$ cat src/rtl/block_pkg.sv
// Shared constants, direction codes and pass-through payload for the block geometry pipeline.
package block_pkg;

    localparam int unsigned NUM_BLOCKS = 12;
    localparam int unsigned TIME_W     = 18;
    localparam int unsigned XY_W       = 12;
    localparam int unsigned Z_W        = 14;
    localparam int unsigned DIR_W      = 3;
    localparam int unsigned SPEED      = 4;
    localparam int unsigned Z_FAR      = 16000;
    localparam int unsigned Z_MAX      = (2 ** Z_W) - 1;
    // Wide enough for the largest diff times SPEED without overflow
    localparam int unsigned PROD_W     = TIME_W + 3;

    typedef enum logic [DIR_W-1:0] {
        DIR_UP         = 3'd0,
        DIR_DOWN       = 3'd1,
        DIR_LEFT       = 3'd2,
        DIR_RIGHT      = 3'd3,
        DIR_UP_LEFT    = 3'd4,
        DIR_UP_RIGHT   = 3'd5,
        DIR_DOWN_LEFT  = 3'd6,
        DIR_DOWN_RIGHT = 3'd7
    } block_dir_e;

    typedef struct packed {
        logic [XY_W-1:0]  x;
        logic [XY_W-1:0]  y;
        logic             color;
        logic [DIR_W-1:0] dir;
    } block_attr_t;

endpackage

$ cat src/rtl/block_depth_calc.sv
// One slot's two-stage depth pipeline: time difference, scale, saturate, visibility.
// Optional visibility mask input when BLOCK_VISIBLE_MASK_EN is defined.
module block_depth_calc
    import block_pkg::*;
(
    input  logic              clk_in,
    input  logic              rst_in,
    input  logic [TIME_W-1:0] curr_time,
    input  logic [TIME_W-1:0] block_time,
`ifdef BLOCK_VISIBLE_MASK_EN
    input  logic              visible_mask,
`endif
    output logic [Z_W-1:0]    z,
    output logic              visible
);

    logic [TIME_W-1:0] diff_q;
    logic              late_q;
    logic [PROD_W-1:0] prod_c;
    logic [Z_W-1:0]    z_c;
    logic              vis_c;
`ifdef BLOCK_VISIBLE_MASK_EN
    logic              mask_q;
`endif

    // Stage 1: signed-free difference plus a separate "already passed" flag
    always_ff @(posedge clk_in or negedge rst_in) begin
        if (!rst_in) begin
            diff_q <= '0;
            late_q <= 1'b0;
        end else begin
            diff_q <= block_time - curr_time;
            late_q <= (curr_time > block_time);
        end
    end

`ifdef BLOCK_VISIBLE_MASK_EN
    always_ff @(posedge clk_in or negedge rst_in) begin
        if (!rst_in) mask_q <= 1'b0;
        else         mask_q <= visible_mask;
    end
`endif

    always_comb begin
        prod_c = PROD_W'(diff_q) * PROD_W'(SPEED);
        z_c    = '0;
        if (!late_q) z_c = (prod_c > PROD_W'(Z_MAX)) ? '1 : Z_W'(prod_c);
        vis_c  = !late_q && (prod_c <= PROD_W'(Z_FAR));
`ifdef BLOCK_VISIBLE_MASK_EN
        vis_c  = vis_c && mask_q;
`endif
    end

    // Stage 2: registered results
    always_ff @(posedge clk_in or negedge rst_in) begin
        if (!rst_in) begin
            z       <= '0;
            visible <= 1'b0;
        end else begin
            z       <= z_c;
            visible <= vis_c;
        end
    end

endmodule

$ cat src/rtl/block_positions.sv
// Per-frame depth/visibility stage for the block table; attributes delayed to stay aligned.
// Define BLOCK_VISIBLE_MASK_EN to add the block_visible_in mask port.
module block_positions
    import block_pkg::*;
(
    input  logic                                clk_in,
    input  logic                                rst_in,
    input  logic [TIME_W-1:0]                   curr_time_in,
    input  logic [NUM_BLOCKS-1:0][XY_W-1:0]     block_x_in,
    input  logic [NUM_BLOCKS-1:0][XY_W-1:0]     block_y_in,
    input  logic [NUM_BLOCKS-1:0][TIME_W-1:0]   block_time_in,
    input  logic [NUM_BLOCKS-1:0]               block_color_in,
    input  logic [NUM_BLOCKS-1:0][DIR_W-1:0]    block_direction_in,
`ifdef BLOCK_VISIBLE_MASK_EN
    input  logic [NUM_BLOCKS-1:0]               block_visible_in,
`endif
    output logic [TIME_W-1:0]                   curr_time_out,
    output logic [NUM_BLOCKS-1:0][XY_W-1:0]     block_x_out,
    output logic [NUM_BLOCKS-1:0][XY_W-1:0]     block_y_out,
    output logic [NUM_BLOCKS-1:0][Z_W-1:0]      block_z_out,
    output logic [NUM_BLOCKS-1:0]               block_color_out,
    output logic [NUM_BLOCKS-1:0][DIR_W-1:0]    block_direction_out,
    output logic [NUM_BLOCKS-1:0]               block_visible_out
);

    block_attr_t [NUM_BLOCKS-1:0] attr_c;
    block_attr_t [NUM_BLOCKS-1:0] attr_q1;
    block_attr_t [NUM_BLOCKS-1:0] attr_q2;
    logic [TIME_W-1:0]            time_q1;

    for (genvar i = 0; i < NUM_BLOCKS; i++) begin : g_slot
        assign attr_c[i] = '{x:     block_x_in[i],
                             y:     block_y_in[i],
                             color: block_color_in[i],
                             dir:   block_direction_in[i]};

        block_depth_calc u_depth (
            .clk_in       (clk_in),
            .rst_in       (rst_in),
            .curr_time    (curr_time_in),
            .block_time   (block_time_in[i]),
`ifdef BLOCK_VISIBLE_MASK_EN
            .visible_mask (block_visible_in[i]),
`endif
            .z            (block_z_out[i]),
            .visible      (block_visible_out[i])
        );

        assign block_x_out[i]         = attr_q2[i].x;
        assign block_y_out[i]         = attr_q2[i].y;
        assign block_color_out[i]     = attr_q2[i].color;
        assign block_direction_out[i] = attr_q2[i].dir;
    end

    // Two-deep delay line matching the depth pipeline latency
    always_ff @(posedge clk_in or negedge rst_in) begin
        if (!rst_in) begin
            attr_q1       <= '0;
            attr_q2       <= '0;
            time_q1       <= '0;
            curr_time_out <= '0;
        end else begin
            attr_q1       <= attr_c;
            attr_q2       <= attr_q1;
            time_q1       <= curr_time_in;
            curr_time_out <= time_q1;
        end
    end

endmodule

$ cat config.mk
export PLATFORM = sky130hd
export DESIGN_NAME = block_positions
export DESIGN_NICKNAME = d
export VERILOG_FILES = /design/src/rtl/block_pkg.sv /design/src/rtl/block_depth_calc.sv /design/src/rtl/block_positions.sv
export SDC_FILE = /design/constraint.sdc
export NUM_CORES = 1
export LEC_CHECK = 0
export BUFFER_PORTS_ARGS = -buffer_cell sky130_fd_sc_hd__buf_2
export CAP_MARGIN = 10
export CORE_AREA = 3 3 434 436
export CTS_CLUSTER_SIZE = 12
export DETAILED_ROUTE_END_ITERATION = 10
export DIE_AREA = 0 0 437 439
export PLACE_DENSITY = 0.46
export SETUP_SLACK_MARGIN = 0.02
export SYNTH_ARGS = -nofsm -noshare
export SYNTH_HDL_FRONTEND = slang
export SYNTH_SLANG_ARGS = --single-unit
$ cat constraint.sdc
create_clock -name clk_in -period 1.4 [get_ports clk_in]
set_input_delay 0.28 -clock clk_in [delete_from_list [all_inputs] [get_ports clk_in]]
set_output_delay 0.28 -clock clk_in [all_outputs]
set_load 0.01 [all_outputs]
==> out/results.ini <==
[status]
status = finished, violations left
violations = negative setup slack

[placed_design]
dp.cells = 7125
dp_hpwl_um = 127000
placed_area_mm2 = 0.0537
gp_congestion = 0.839
port_buffers = 1105

[drt]
antenna_left = 0
detail_route.iter0.violations = 1354
wire_per_inst_um = 20.5
route.detailed.drc = 0
dr.pass1.iters = 5
routed_wl_um = 164000
vias_per_cell = 3.99
vias = 31869

[timing]
worst_slew_pin_slew_ns = 0.751
setup_viol = 661
timing.fmax_mhz = 535
period_share_pct = 133
finalMaxSlewViolations = 0
period_minus_slack_ns = 1.87
slew_headroom_pct = 49.4
worst_slack_ns = -0.468
final_hold_viol_count = 0
setup-tns-final_ns = -105.55
final.setup_skew_ns = 0.0719
rsz0062_at_grt = true

[synthesis]
synth.area.top_cells = dfrtp_1 (70%), ha_1 (6.8%), nor2_1 (4.2%), xnor2_1 (2.4%), a21oi_1 (2.1%)
synth_async_sr_flop_share_pct = 100
ys_types = 68
synthesis.area_mm2 = 0.0395
synth.top_cell.area_share_pct = 70.0
synth-edff-count = 0
yosys-top-cells-count = dfrtp_1 (1104), nor2_1 (444), ha_1 (216), a21oi_1 (164), xnor2_1 (108)
synthFlopType = dfrtp_1
synth_area_per_cell_um2 = 13.4
yosysSeqAreaShare_pct = 70.0
synth_top_area_cell = dfrtp_1
synth_fp_nets = 3745
synth.most_common_cell = dfrtp_1
synth-seq-cells = 1104
syn_inst = 2945
synth_warnings = 0

[clocking]
cts-root-buf = clkbuf_16
cts_max_path_buffers = 3
cts_htree_levels = 3
cts_hold_buf = 564
cts_tree = done
clk_latency_ns = 0.77
cts_sinks = 1104
numCtsBuffers = 121
clk_pin_slew_ns = 0.06

[cells_and_area]
n_fill_cell = 18012
area_delta_synth_final_pct = 71.6
nets = 6202
final_cell_area_mm2 = 0.0678
instances_no_fill = 7982
drive_gt1_share_pct = 42.6
finish.utilization_pct = 36.6

[global_route]
grt_pass1_vias = 34723
gr-total-overflow = 0
grt_pass1_wl_um = 233000
grt_max_degree = 50
antenna_found_initial = 45
grt_usage_pct = 16.6

[critical_path]
cp_slowest_cell = o41a_1
cp_data_required_time_ns = 1.98
timing.critical_path.buf_inv = 3
end_kind = register
r2r_start = g_slot[10].u_depth.diff_q[4]$_DFF_PN0_
reg2reg_setup_slack_ns = 0.08
cp-start-kind = input pin
path_cells = buf_8, clkinvlp_4, buf_12, ha_4, nor2b_4, o31a_1, o41a_1, a211o_1, a21oi_2, o21ai_1, xor2_1
setup.worst_path.start = curr_time_in[1]
critPathArrivalTime_ns = 2.45
cpPeakStageDelay_ns = 0.35
crit_family = compound AO/OA/AOI/OAI gates
crit_type = in -> reg
cp_max_fo = 8

[power]
p_per_area_mw_per_mm2 = 1260
leakage_nw = 32.2
ir_drop_mv = 1.14
power_w = 0.0853

[die]
coreArea_mm2 = 0.185
start_util_pct = 21.3
dieHeight_um = 439
io_pins = 1106
die_w_um = 437
num_rows = 158
die_area_mm2 = 0.192

[worst_hold_path]
worstHoldStart = block_time_in[141]
hold_class = in -> reg

[run]
drv_cap = 0

[logic make-up (layout without fill, tap and decap cells)]
kind of cell	Yosys count	after routing	share of synthesized area, %
XOR/XNOR	163	163	3.61
flip-flops	1104	1104	70.0
adder cells (fa/ha/maj)	228	228	7.45
AO/OA/AOI/OAI	523	523	8.71
other	0	19	0
multiplexers	4	4	0.101
AND/OR/NAND/NOR	769	769	8.48
buffers and inverters	154	2692	1.69
[where the power goes]
part | leakage, nW | total (W) | internal (W) | switching, W
Combinational | 17.3 | 0.0163 | 0.00872 | 0.00760
Clock | 1.95 | 0.0323 | 0.0188 | 0.0135
Sequential | 13.0 | 0.0366 | 0.0349 | 0.00169
Total | 32.2 | 0.0853 | 0.0625 | 0.0228
[path summary, 6_finish.rpt]
path / endpoint / depth (start not counted)
min in group asynchronous: time_q1[2]$_DFF_PN0_ / 3
max in group asynchronous: g_slot[7].u_depth.z[2]$_DFF_PN0_ / 3
worst max register to register: g_slot[10].u_depth.visible$_DFF_PN0_ / 6
worst max-delay path: g_slot[9].u_depth.diff_q[17]$_DFF_PN0_ / 11
worst min register to register: block_direction_out[26]$_DFF_PN0_ / 0
worst min-delay path: g_slot[7].u_depth.diff_q[15]$_DFF_PN0_ / 4
[final cells by class]
cell class                 count  area (um2)  share of cell area [%]
sequential                  1104       27700                    40.8
multi-input combinational   1687       13000                    19.2
antenna                       19        47.5                  0.0702
clock inverter                40         662                   0.977
tap                         2480        3100                    4.58
inverter                      89         343                   0.506
clock buffer                 164        3360                    4.96
timing repair buffer        2399       19600                    28.9
[worst register-to-register path, cell delays in order, from the launching register on]
cell and delay (ns):
dfrtp_1 0.42, nor3_2 0.18, nand2_1 0.08, a21oi_2 0.20, nor3_2 0.06, nor3_2 0.13
buf_4 0.16
[stage by stage]
| step | hold WS [ns] | setup WS (ns) |
|---|---|---|
| after floorplan | -0.0156 | -1.32 |
| after global placement | 0.152 | -1.27 |
| after detailed placement | 0.154 | -1.30 |
| after CTS | -0.0835 | -0.385 |
| after global routing | 0.00997 | -0.513 |
| final | 0.0474 | -0.468 |
[registers in the layout (all words and copies together) (netlist names), 18 cells and up]
name / cells
attr_q1: 336
g_slot.u_depth.diff_q: 216
g_slot.u_depth.z: 156
block_x_out: 144
block_y_out: 144
block_direction_out: 36
curr_time_out: 18
time_q1: 18
[layer usage]
| layer | track usage, % | share of wire, % | vias up |
|---|---|---|---|
| met1 | 17.3 | 36 | 15713 |
| met4 | 7.34 | 4.6 | 14 |
| met5 | 0 | 0.069 | - |
| li1 | - | - | 14926 |
| met3 | 3.64 | 5.3 | 307 |
| met2 | 31.6 | 54 | 909 |
[layout by cell type (no fill, tap or decap), types with 80 or more instances in the layout]
| cell type | instances |
|---|---|
| a21o_1 | 80 |
| buf_2 | 791 |
| xnor2_1 | 85 |
| buf_6 | 355 |
| clkbuf_16 | 121 |
| nor2_1 | 426 |
| ha_1 | 177 |
| nand2_1 | 81 |
| dlygate4sd3_1 | 562 |
| buf_4 | 622 |
| a21oi_1 | 106 |
| dfrtp_1 | 1083 |
[timing repair]
item,in CTS,in global routing
resized for setup,627,231
gates cloned,1,0
endpoints found under the setup margin,657,689
setup buffers,50,49
pin swaps,135,172
hold endpoints to repair,1649,1
(Power assumes the default switching activity.)
